**src/rtl/vram_writer_if.sv**
```systemverilog
// VRAM write port bundle driven by vram_writer and
// consumed by the video scan-out block.
interface vram_writer_if;
  logic [14:0] addr;
  logic [15:0] dataOut;
  logic [1:0]  wr;

  modport master (
    output addr,
    output dataOut,
    output wr
  );

  modport slave (
    input addr,
    input dataOut,
    input wr
  );
endinterface

```
**src/rtl/vram_writer.sv**
```systemverilog
// Snoops 68000 writes into the screen window, queues them,
// and replays each as a 2-cycle wr strobe plus 1 idle cycle.
module vram_writer #(
  parameter int DEPTH     = 4,
  parameter int WIN_WORDS = 16384
) (
  input  logic          clk,
  input  logic          _reset,
  input  logic [20:0]   cpuAddr,
  input  logic [15:0]   cpuDataOut,
  input  logic          _cpuAS,
  input  logic          _cpuUDS,
  input  logic          _cpuLDS,
  input  logic          _cpuRW,
  input  logic [20:0]   screenBase,
  vram_writer_if.master vram,
  output logic          busy,
  output logic          overflow
);

  localparam int AW = (DEPTH > 1) ? $clog2(DEPTH) : 1;
  localparam int CW = $clog2(DEPTH + 1);

  typedef enum logic [1:0] {
    IDLE,
    S1,
    S2,
    GAP
  } state_t;

  state_t state, state_n;

  logic [31:0]   mem [DEPTH];
  logic [AW-1:0] wptr, rptr;
  logic [CW-1:0] count, count_n;
  logic [20:0]   off;
  logic          armed;
  logic          wcyc, in_win, cap;
  logic          full, push, pop;

  // Unsigned wrap makes addresses below screenBase land far out of range.
  assign off    = cpuAddr - screenBase;
  assign in_win = off < 21'(WIN_WORDS);
  assign wcyc   = armed & ~_cpuAS & ~_cpuRW
                & ~(_cpuUDS & _cpuLDS);
  assign cap    = wcyc & in_win;
  assign full   = count == CW'(DEPTH);
  assign push   = cap & ~full;

  always_comb begin
    state_n = state;
    pop     = 1'b0;
    unique case (state)
      IDLE, GAP: begin
        if (count != '0) begin
          pop     = 1'b1;
          state_n = S1;
        end else begin
          state_n = IDLE;
        end
      end
      S1:      state_n = S2;
      S2:      state_n = GAP;
      default: state_n = IDLE;
    endcase
  end

  always_comb begin
    count_n = count + CW'(push) - CW'(pop);
  end

  always_ff @(posedge clk) begin
    if (!_reset) begin
      state        <= IDLE;
      count        <= '0;
      wptr         <= '0;
      rptr         <= '0;
      armed        <= 1'b0;
      busy         <= 1'b0;
      overflow     <= 1'b0;
      vram.addr    <= '0;
      vram.dataOut <= '0;
      vram.wr      <= '0;
    end else begin
      state <= state_n;
      count <= count_n;
      busy  <= (count_n != '0) | (state_n != IDLE);
      if (_cpuAS) begin
        armed <= 1'b1;
      end else if (wcyc) begin
        armed <= 1'b0;
      end
      if (cap & full) begin
        overflow <= 1'b1;
      end
      if (push) begin
        wptr <= wptr + AW'(1);
      end
      if (pop) begin
        rptr         <= rptr + AW'(1);
        vram.addr    <= {1'b0, mem[rptr][31:18]};
        vram.dataOut <= mem[rptr][17:2];
        vram.wr      <= mem[rptr][1:0];
      end else if (state == S2) begin
        vram.wr <= '0;
      end
    end
  end

  // Entry layout: {offset[13:0], data, upper_en, lower_en}.
  always_ff @(posedge clk) begin
    if (push) begin
      mem[wptr] <= {off[13:0], cpuDataOut,
                    ~_cpuUDS, ~_cpuLDS};
    end
  end

endmodule

```
**src/flat_wrapper.sv**
```systemverilog
// flat-port wrapper written by rule: the top's interface ports become plain ports
module vram_writer_flat 
#(
  parameter int DEPTH     = 4,
  parameter int WIN_WORDS = 16384
)
  (clk, _reset, cpuAddr, cpuDataOut, _cpuAS, _cpuUDS, _cpuLDS, _cpuRW, screenBase, busy, overflow, vram_addr, vram_dataOut, vram_wr);
  vram_writer_if vram_i ();
  input  logic clk;
  input  logic _reset;
  input  logic [20:0] cpuAddr;
  input  logic [15:0] cpuDataOut;
  input  logic _cpuAS;
  input  logic _cpuUDS;
  input  logic _cpuLDS;
  input  logic _cpuRW;
  input  logic [20:0] screenBase;
  output logic busy;
  output logic overflow;
  output wire logic [$bits(vram_i.addr)-1:0] vram_addr;
  output wire logic [$bits(vram_i.dataOut)-1:0] vram_dataOut;
  output wire logic [$bits(vram_i.wr)-1:0] vram_wr;
  assign vram_addr = vram_i.addr;
  assign vram_dataOut = vram_i.dataOut;
  assign vram_wr = vram_i.wr;
  vram_writer #(.DEPTH(DEPTH), .WIN_WORDS(WIN_WORDS)) u_core (.clk(clk), ._reset(_reset), .cpuAddr(cpuAddr), .cpuDataOut(cpuDataOut), ._cpuAS(_cpuAS), ._cpuUDS(_cpuUDS), ._cpuLDS(_cpuLDS), ._cpuRW(_cpuRW), .screenBase(screenBase), .vram(vram_i), .busy(busy), .overflow(overflow));
endmodule
```
**config.mk**
```make
export PLATFORM = sky130hd
export DESIGN_NAME = vram_writer_flat
export DESIGN_NICKNAME = d
export VERILOG_FILES = /design/src/rtl/vram_writer_if.sv /design/src/rtl/vram_writer.sv /design/src/flat_wrapper.sv
export SDC_FILE = /design/constraint.sdc
export NUM_CORES = 1
export LEC_CHECK = 0
export ABC_AREA = 1
export BUFFER_PORTS_ARGS = -buffer_cell sky130_fd_sc_hd__buf_2
export CAP_MARGIN = 20
export CELL_PAD_IN_SITES_DETAIL_PLACEMENT = 1
export CELL_PAD_IN_SITES_GLOBAL_PLACEMENT = 1
export CORE_MARGIN = 5
export CORE_UTILIZATION = 25
export CTS_CLUSTER_SIZE = 24
export DETAILED_ROUTE_END_ITERATION = 12
export PLACE_DENSITY_LB_ADDON = 0.1
export RECOVER_POWER = 25
export SYNTH_ARGS = -nofsm -noshare
export SYNTH_HDL_FRONTEND = slang
export SYNTH_SLANG_ARGS = --single-unit
```
**constraint.sdc**
```tcl
create_clock -name clk -period 3.5 [get_ports clk]
set_input_delay 0.175 -clock clk [delete_from_list [all_inputs] [get_ports clk]]
set_output_delay 0.175 -clock clk [all_outputs]
set_load 0.02 [all_outputs]
```
==> out/summary.json, run 1 <==
{
  "crit_path_launch_type": "input pin",
  "critical_path_data_required_time_ns": 3.80,
  "synth.yosys.seq_area_share": 0.5935,
  "rsz0062_at_grt": "false",
  "die-area_sq_um": 35790,
  "mappedNetlistArea_sq_um": 8028,
  "seq_power_share": 0.402,
  "layout.cells.most_common_list": "sky130_fd_sc_hd__nor2_1, sky130_fd_sc_hd__nand2_1, sky130_fd_sc_hd__edfxtp_1",
  "final.min_clock_period_ns": 2.695,
  "final.setup_skew_ns": 0.01753,
  "detailed_placement_wirelength_estimate_mm": 15.44,
  "worstSkewPairLatency_ns": 0.44,
  "layout.nets": 1053,
  "placed_cells": 1327,
  "first_global_vias": 6281,
  "synthesis.instances": 848,
  "comb_power_share": 0.294,
  "timing.hold.worst.class": "input pin to flop",
  "gp_routability_congestion": 0.7620,
  "violated_checks": "max-capacitance violations, max-slew violations",
  "finalNonFillerCells": 1375,
  "tightest_slew_ns": 2.076,
  "critical_path_class": "input pin to flop",
  "global_route.usage.met3": 0.02249,
  "io-pin-count": 99,
  "synth.ff_latch_count": 174,
  "crit_fanout": 4,
  "worst_slew_margin_rel": -0.3841,
  "die_x_um": 189.2,
  "start_util": 0.2537,
  "tritoncts": "yes",
  "r2r_cells": 13,
  "via_count": 6012,
  "vdd_ir_drop_max_mv": 0.3076,
  "power_leakage_nw": 4.021,
  "totalPowerFinal_w": 0.006407,
  "finalHoldViolCount": 0,
  "ys_types": 35,
  "timing.hold.worst_path_depth": 3,
  "cts_resized": 0,
  "die_height_um": 189.2,
  "area_growth_syn_to_layout_pct": 22.37,
  "cell_internal_pwr_w": 0.003994,
  "final_min_period_over_clock_period": 0.7699,
  "cts-root-buf": "sky130_fd_sc_hd__clkbuf_16",
  "critPathCaptureType": "flop",
  "regToRegSetupSlack_ns": 0.94,
  "drv_cap": 1,
  "cp-endpoint": "u_core.busy",
  "avgRoutedWirePerCell_um": 16.42,
  "run_status": "finished with violations",
  "drive_above_1_share": 0.1511,
  "async_reset_ff_frac": 0,
  "grt_max_degree": 68,
  "cts.htree.levels": 4,
  "grt_first_pass_wirelength_mm": 35.76,
  "globalRoute.totalOverflow": 0,
  "core.rowCount": 65,
  "setup.worst_path.start": "cpuAddr[0]",
  "clk_pin_slew_worst_paths_ns": 0.07,
  "ant_nets": 0,
  "holdWs_ns": 0.02687,
  "cp.arrival_ns": 2.99,
  "antenna_found_initial": 0,
  "globalRoute.busiestLayer": "met2",
  "floorplan.core_area_sq_um": 31640,
  "postSynthAreaPerCell_sq_um": 9.467,
  "worst_r2r_startpoint": "u_core.armed",
  "io_buffers": 97,
  "synth_flop_cell": "sky130_fd_sc_hd__edfxtp_1",
  "final_max_slew_viol_count": 39,
  "cts.sink_count": 174,
  "timing.final.setup_violations": 0,
  "detail_route.drc_violations": 0,
  "global_route_met1_usage": 0.1699,
  "layout.core_utilization": 0.3105,
  "cts_buffer_depth": 2,
  "rr_endpoint": "u_core.busy",
  "drt-vias-per-instance": 4.372,
  "yosysWarningCount": 0,
  "syn_nets": 941,
  "ant_diodes": 0,
  "inserted_clock_buffers": 17,
  "totalWireLength_mm": 22.58,
  "p_per_area_nw_per_um2": 652.3,
  "clock_power_share": 0.304,
  "synth_enable_flop_cells": 128,
  "grt_usage": 0.1283,
  "timing.fmax_mhz": 371.1,
  "power.switching_fraction": 0.3766,
  "power_switching_w": 0.002413,
  "drc_violation_total_after_the_first_tritonroute_iteration": 199,
  "groute.layer.met2.usage": 0.2200,
  "layout_commonest_cell": "sky130_fd_sc_hd__nor2_1",
  "drtPass1Iterations": 4
}
flip-flops by register name, indices dropped and copies added, names as in the netlist, named ones only:
| register | flops |
|---|---|
| u_core.armed | 1 |
| u_core.busy | 1 |
| u_core.count | 3 |
| u_core.mem | 128 |
| u_core.overflow | 1 |
| u_core.rptr | 2 |
| u_core.state | 2 |
| u_core.vram.addr | 14 |
| u_core.vram.dataOut | 16 |
| u_core.vram.wr | 2 |
| u_core.wptr | 2 |
stage by stage:
step | instance area (sq um) | setup WS [ns] | TNS [ns]
floorplan | 8028 | -0.02759 | -3.531
global placement | 9076 | 0.4249 | 0
detailed placement | 9076 | 0.3300 | 0
CTS | 9851 | 0.8040 | 0
global route | 9823 | 0.5122 | 0
finish | 9823 | 0.8054 | 0
cell usage after synthesis, types with 10 or more instances:
cell type | count | area share
sky130_fd_sc_hd__clkbuf_1 | 28 | 0.013
sky130_fd_sc_hd__nand2_1 | 128 | 0.060
sky130_fd_sc_hd__nand3_1 | 20 | 0.012
sky130_fd_sc_hd__o21ai_0 | 97 | 0.060
sky130_fd_sc_hd__inv_1 | 101 | 0.047
sky130_fd_sc_hd__a21oi_1 | 25 | 0.016
sky130_fd_sc_hd__dfxtp_1 | 46 | 0.11
sky130_fd_sc_hd__xor2_1 | 10 | 0.011
sky130_fd_sc_hd__ha_1 | 27 | 0.042
sky130_fd_sc_hd__edfxtp_1 | 128 | 0.48
sky130_fd_sc_hd__a31oi_1 | 30 | 0.023
sky130_fd_sc_hd__nor2_1 | 157 | 0.073
what timing repair did:
item / CTS / global route
hold buffers: 16 / 0
hold endpoints to repair: 64 / 0
buffers inserted: 0 / 0
power by group through the flow:
stage          clock [W]  sequential (W)  combinational [W]
5_1_grt          0.00210         0.00261            0.00216
3_5_place_dp           0         0.00263            0.00194
4_1_cts          0.00200         0.00259            0.00196
6_report         0.00195         0.00258            0.00189
3_3_place_gp           0         0.00263            0.00193
2_1_floorplan          0         0.00272            0.00114
cells by family (layout without fill, tap and decap cells):
| group | count (synthesis) | count (layout) | synth area share |
|---|---|---|---|
| other cells | 1 | 1 | 0.0004671 |
| compound gates | 158 | 158 | 0.1052 |
| simple gates | 337 | 337 | 0.1746 |
| flops | 174 | 174 | 0.5935 |
| xor+xnor | 14 | 14 | 0.01527 |
| fa+ha+maj | 29 | 29 | 0.04707 |
| buf+inv | 135 | 260 | 0.06390 |
worst min-delay path by stage:
stage                        startpoint                 to
final                            _cpuAS       u_core.armed
after global routing             _cpuAS       u_core.armed
after CTS                        _cpuAS       u_core.armed
after detailed placement  cpuDataOut[8]  u_core.mem[1][10]
after global placement    cpuDataOut[1]   u_core.mem[0][3]
after floorplan           cpuDataOut[8]  u_core.mem[0][10]
routing by layer:
| metal | wire length [um] | vias to the layer above |
|---|---|---|
| li1 | - | 3052 |
| met1 | 10850 | 2859 |
| met5 | 0 | - |
| met3 | 643 | 14 |
| met4 | 208 | 0 |
| met2 | 10880 | 87 |
cell type report:
cell class,instances,area (sq um)
well taps,402,503.0
clock inverters,15,188.9
multi-input cells,539,2791
inverters,102,382.9
repair buffers,126,765.7
clock buffers,17,425.4
flip-flops and latches,174,4766
fillers,3627,21810
critical path, stage by stage:
cell	delay [ns]
sky130_fd_sc_hd__buf_2	0.10
sky130_fd_sc_hd__inv_1	0.04
sky130_fd_sc_hd__ha_1	0.23
sky130_fd_sc_hd__inv_1	0.10
sky130_fd_sc_hd__fa_1	0.44
sky130_fd_sc_hd__nand2_1	0.09
sky130_fd_sc_hd__nand2_1	0.08
sky130_fd_sc_hd__nand3_1	0.09
sky130_fd_sc_hd__nand2_1	0.09
sky130_fd_sc_hd__nand2_1	0.09
sky130_fd_sc_hd__nand2_1	0.05
sky130_fd_sc_hd__nand2_1	0.06
sky130_fd_sc_hd__nand2_1	0.06
sky130_fd_sc_hd__nor2_1	0.12
sky130_fd_sc_hd__nand3_2	0.10
sky130_fd_sc_hd__nor2_4	0.14
sky130_fd_sc_hd__nand2_2	0.07
sky130_fd_sc_hd__inv_1	0.06
sky130_fd_sc_hd__ha_1	0.16
sky130_fd_sc_hd__fa_1	0.42
sky130_fd_sc_hd__nor2_1	0.11
sky130_fd_sc_hd__a41oi_1	0.12
No activity file was read; power rests on OpenSTA's default activity.
==> run 2, diff against run 1 <==
==> constraint.sdc (replaced) <==
create_clock -name clk -period 2.3 [get_ports clk]
set_input_delay 0.115 -clock clk [delete_from_list [all_inputs] [get_ports clk]]
set_output_delay 0.115 -clock clk [all_outputs]
set_load 0.02 [all_outputs]
==> out/summary.json, run 2 (synthesis results as in run 1) <==
{
  "run_status": "finished with violations",
  "violated_checks": "negative setup slack",
  "io-pin-count": {"value": 99, "change": "unchanged"},
  "clk_pin_slew_worst_paths": {"value": 0.08, "unit": "ns", "change": "about the same"},
  "cell_internal_pwr": {"value": 0.006362, "unit": "W", "change": "+59%"},
  "flip_flop_count_of_the_largest_register_all_copies_and_words_added": {"value": 128, "change": "unchanged"},
  "critical_path_data_required_time": {"value": 2.61, "unit": "ns", "change": "-1.19 ns"},
  "die-area": {"value": 35790, "unit": "sq um", "change": "unchanged"},
  "timing.hold.worst.class": "input pin to flop",
  "totalWireLength": {"value": 23.61, "unit": "mm", "change": "+4.5%"},
  "antenna_found_initial": {"value": 0, "change": "unchanged"},
  "worstSkewPairLatency": {"value": 0.44, "unit": "ns", "change": "about the same"},
  "via_count": {"value": 6222, "change": "+3.5%"},
  "rr_endpoint": "u_core.busy",
  "detail_route.drc_violations": {"value": 0, "change": "unchanged"},
  "tightest_slew": {"value": 0.7104, "unit": "ns", "change": "-1.366 ns"},
  "layout_commonest_cell": "sky130_fd_sc_hd__nor2_1",
  "totalPowerFinal": {"value": 0.01024, "unit": "W", "change": "+60%"},
  "inserted_clock_buffers": {"value": 17, "change": "unchanged"},
  "worstSetupPathDepth": {"value": 13, "change": "-41%"},
  "ant_nets": {"value": 0, "change": "unchanged"},
  "grt_first_pass_wirelength": {"value": 36.72, "unit": "mm", "change": "+2.7%"},
  "tritoncts": "yes",
  "largest_register": "u_core.mem",
  "holdWs": {"value": 0.03436, "unit": "ns", "change": "+0.007491 ns"},
  "power_switching": {"value": 0.003879, "unit": "W", "change": "+61%"},
  "placed_cells": {"value": 1383, "change": "+4.2%"},
  "detailed_placement_wirelength_estimate": {"value": 16.09, "unit": "mm", "change": "+4.2%"},
  "power_leakage": {"value": 4.450, "unit": "nW", "change": "+11%"},
  "finalNonFillerCells": {"value": 1442, "change": "+4.9%"},
  "crit_chain": "or3b_4, a21oi_2, buf_6, nand2_4, nor2_4, nand3_2, nor2_4, nand2_4, inv_2, ha_4, fa_1, nor2_1, a41oi_1",
  "worst_slew_margin_rel": {"value": 0.5264, "change": "+0.9105"},
  "cp-endpoint": "u_core.busy",
  "setup.worst_path.start": "u_core.armed",
  "timing.fmax_mhz": 429.7,
  "timing.setup.tns": {"value": -0.02734, "unit": "ns", "change": "-0.02734 ns"},
  "rsz0062_at_grt": "true",
  "cp.arrival": {"value": 2.64, "unit": "ns", "change": "-0.35 ns"},
  "power.switching_fraction": {"value": 0.3788, "change": "+0.002148"},
  "cts.sink_count": {"value": 174, "change": "unchanged"},
  "drv_cap": {"value": 0, "change": "-1"},
  "floorplan.core_area": {"value": 31640, "unit": "sq um", "change": "unchanged"},
  "globalRoute.totalOverflow": {"value": 0, "change": "unchanged"},
  "drc_violation_total_after_the_first_tritonroute_iteration": {"value": 177, "change": "-11%"},
  "crit_path_launch_type": "flop",
  "drtPass1Iterations": {"value": 6, "change": "+2"},
  "layout.cells.most_common_list": "sky130_fd_sc_hd__nor2_1, sky130_fd_sc_hd__edfxtp_1, sky130_fd_sc_hd__nand2_1",
  "p_per_area": {"value": 944.3, "unit": "nW/um^2", "change": "+45%"},
  "drt-vias-per-instance": {"value": 4.315, "change": "-1.3%"},
  "wl_met1": {"value": 10.88, "unit": "mm", "change": "+0.21%"},
  "grt_max_degree": {"value": 68, "change": "unchanged"},
  "comb_power_share": {"value": 0.317, "change": "+0.023"},
  "largest_registers": "u_core.mem: 128 flops, u_core.vram.dataOut: 16 flops, u_core.vram.addr: 14 flops",
  "postLayoutSetupSlackWorst": {"value": -0.02734, "unit": "ns", "change": "-0.8327 ns"},
  "regToRegSetupSlack": {"value": -0.03, "unit": "ns", "change": "-0.97 ns"},
  "first_global_vias": {"value": 6595, "change": "+5.0%"},
  "crit_family": "simple AND/OR/NAND/NOR gates",
  "clock_power_share": {"value": 0.308, "change": "+0.004"},
  "timing.hold.worst_path_depth": {"value": 2, "change": "-1"},
  "topRoutingLayerUsed": "met4",
  "worst-path-buf-inv": {"value": 2, "change": "-2"},
  "final_min_period_over_clock_period": 1.012,
  "start_util": {"value": 0.2537, "change": "unchanged"},
  "dr_wl_met2": {"value": 11.78, "unit": "mm", "change": "+8.3%"},
  "timing.final.setup_violations": {"value": 1, "change": "+1"},
  "cts.htree.levels": {"value": 4, "change": "unchanged"},
  "final.setup_skew": {"value": 0.01797, "unit": "ns", "change": "+0.0004441 ns"},
  "critical_path_class": "flop to flop",
  "pre_cts_slack": {"value": -0.6341, "unit": "ns", "change": "-0.9641 ns"},
  "crit_path_max_incr_delay": {"value": 0.42, "unit": "ns", "change": "-0.02 ns"},
  "vdd_ir_drop_max": {"value": 0.5094, "unit": "mV", "change": "+66%"},
  "die_x": {"value": 189.2, "unit": "um", "change": "unchanged"},
  "final_max_slew_viol_count": {"value": 0, "change": "-100%"},
  "wl_met3": {"value": 747, "unit": "um", "change": "+16%"},
  "r2r_cells": {"value": 13, "change": "unchanged"},
  "final.min_clock_period_ns": 2.327,
  "seq_power_share": {"value": 0.376, "change": "-0.026"},
  "layout.nets": {"value": 1120, "change": "+6.4%"},
  "cts-root-buf": "sky130_fd_sc_hd__clkbuf_16",
  "ant_diodes": {"value": 0, "change": "unchanged"},
  "drive_above_1_share": {"value": 0.2596, "change": "+0.1085"},
  "core.rowCount": {"value": 65, "change": "unchanged"},
  "cts_buffer_depth": {"value": 2, "change": "unchanged"},
  "crit_path_top_delay_cell": "sky130_fd_sc_hd__fa_1",
  "grt_usage": {"value": 0.1314, "change": "+0.003088"},
  "fillers": {"value": 3604, "change": "-0.63%"},
  "gp_routability_congestion": {"value": 0.7454, "change": "-2.2%"},
  "crit_fanout": {"value": 2, "change": "-2"},
  "die_height": {"value": 189.2, "unit": "um", "change": "unchanged"},
  "avgRoutedWirePerCell": {"value": 16.37, "unit": "um", "change": "-0.32%"},
  "area_growth_syn_to_layout_pct": 35.08,
  "io_buffers": {"value": 97, "change": "unchanged"},
  "worst_r2r_startpoint": "u_core.armed",
  "critPathCaptureType": "flop",
  "finalHoldViolCount": {"value": 0, "change": "unchanged"}
}
[run 2: power groups by stage]
stage          logic [W]  registers [W]  clock network (W)
2_1_floorplan    0.00176        0.00414                  0
3_3_place_gp     0.00321        0.00392                  0
3_5_place_dp     0.00323        0.00393                  0
4_1_cts          0.00329        0.00386            0.00324
5_1_grt          0.00373        0.00389            0.00337
6_report         0.00324        0.00385            0.00315
[run 2: how the worst min path moves through the flow]
stage / start / end
after floorplan: cpuDataOut[8] / u_core.mem[0][10]
after global placement: cpuDataOut[1] / u_core.mem[0][3]
after detailed placement: cpuDataOut[0] / u_core.mem[1][2]
after CTS: _cpuUDS / u_core.mem[2][1]
after global routing: _cpuUDS / u_core.mem[0][1]
final: _cpuUDS / u_core.mem[1][1]
[run 2: worst register-to-register path: stages, from the launching register on]
cell                      delay (ns)
sky130_fd_sc_hd__dfxtp_2        0.32
sky130_fd_sc_hd__or3b_4         0.37
sky130_fd_sc_hd__a21oi_2        0.13
sky130_fd_sc_hd__buf_6          0.15
sky130_fd_sc_hd__nand2_4        0.06
sky130_fd_sc_hd__nor2_4         0.08
sky130_fd_sc_hd__nand3_2        0.08
sky130_fd_sc_hd__nor2_4         0.13
sky130_fd_sc_hd__nand2_4        0.06
sky130_fd_sc_hd__inv_2          0.06
sky130_fd_sc_hd__ha_4           0.12
sky130_fd_sc_hd__fa_1           0.43
sky130_fd_sc_hd__nor2_1         0.13
sky130_fd_sc_hd__a41oi_1        0.10
[run 2: layer usage]
metal / vias to the layer above / track usage
li1: 3184 / -
met1: 2935 / 0.1716
met5: - / 0
met4: 0 / 0.02859
met3: 14 / 0.02249
met2: 89 / 0.2290
[run 2: area by class of cell]
cell class / instances / area (sq um) / share of cell area
Clock buffer: 17 / 425.4 / 0.03923
Clock inverter: 15 / 227.7 / 0.02100
Inverter: 102 / 395.4 / 0.03646
Multi-Input combinational cell: 539 / 3082 / 0.2842
Sequential cell: 174 / 4767 / 0.4396
Tap cell: 402 / 503.0 / 0.04638
Timing Repair Buffer: 193 / 1444 / 0.1331
[run 2: per-stage QoR]
step / cell area [sq um] / utilization
2_1_floorplan: 8103 / -
3_3_place_gp: 9567 / 0.3024
3_5_place_dp: 9567 / 0.3024
4_1_cts: 10440 / 0.3300
5_1_grt: 10840 / 0.3428
6_report: 10840 / 0.3428
[run 2: what timing repair did]
action	4_1_cts	5_1_grt
endpoints found under the hold margin	65	0
pin swaps	9	17
setup buffers	1	3
gates resized for setup	13	58
hold buffers	17	0
cloned	0	6
setup endpoints to repair	131	131
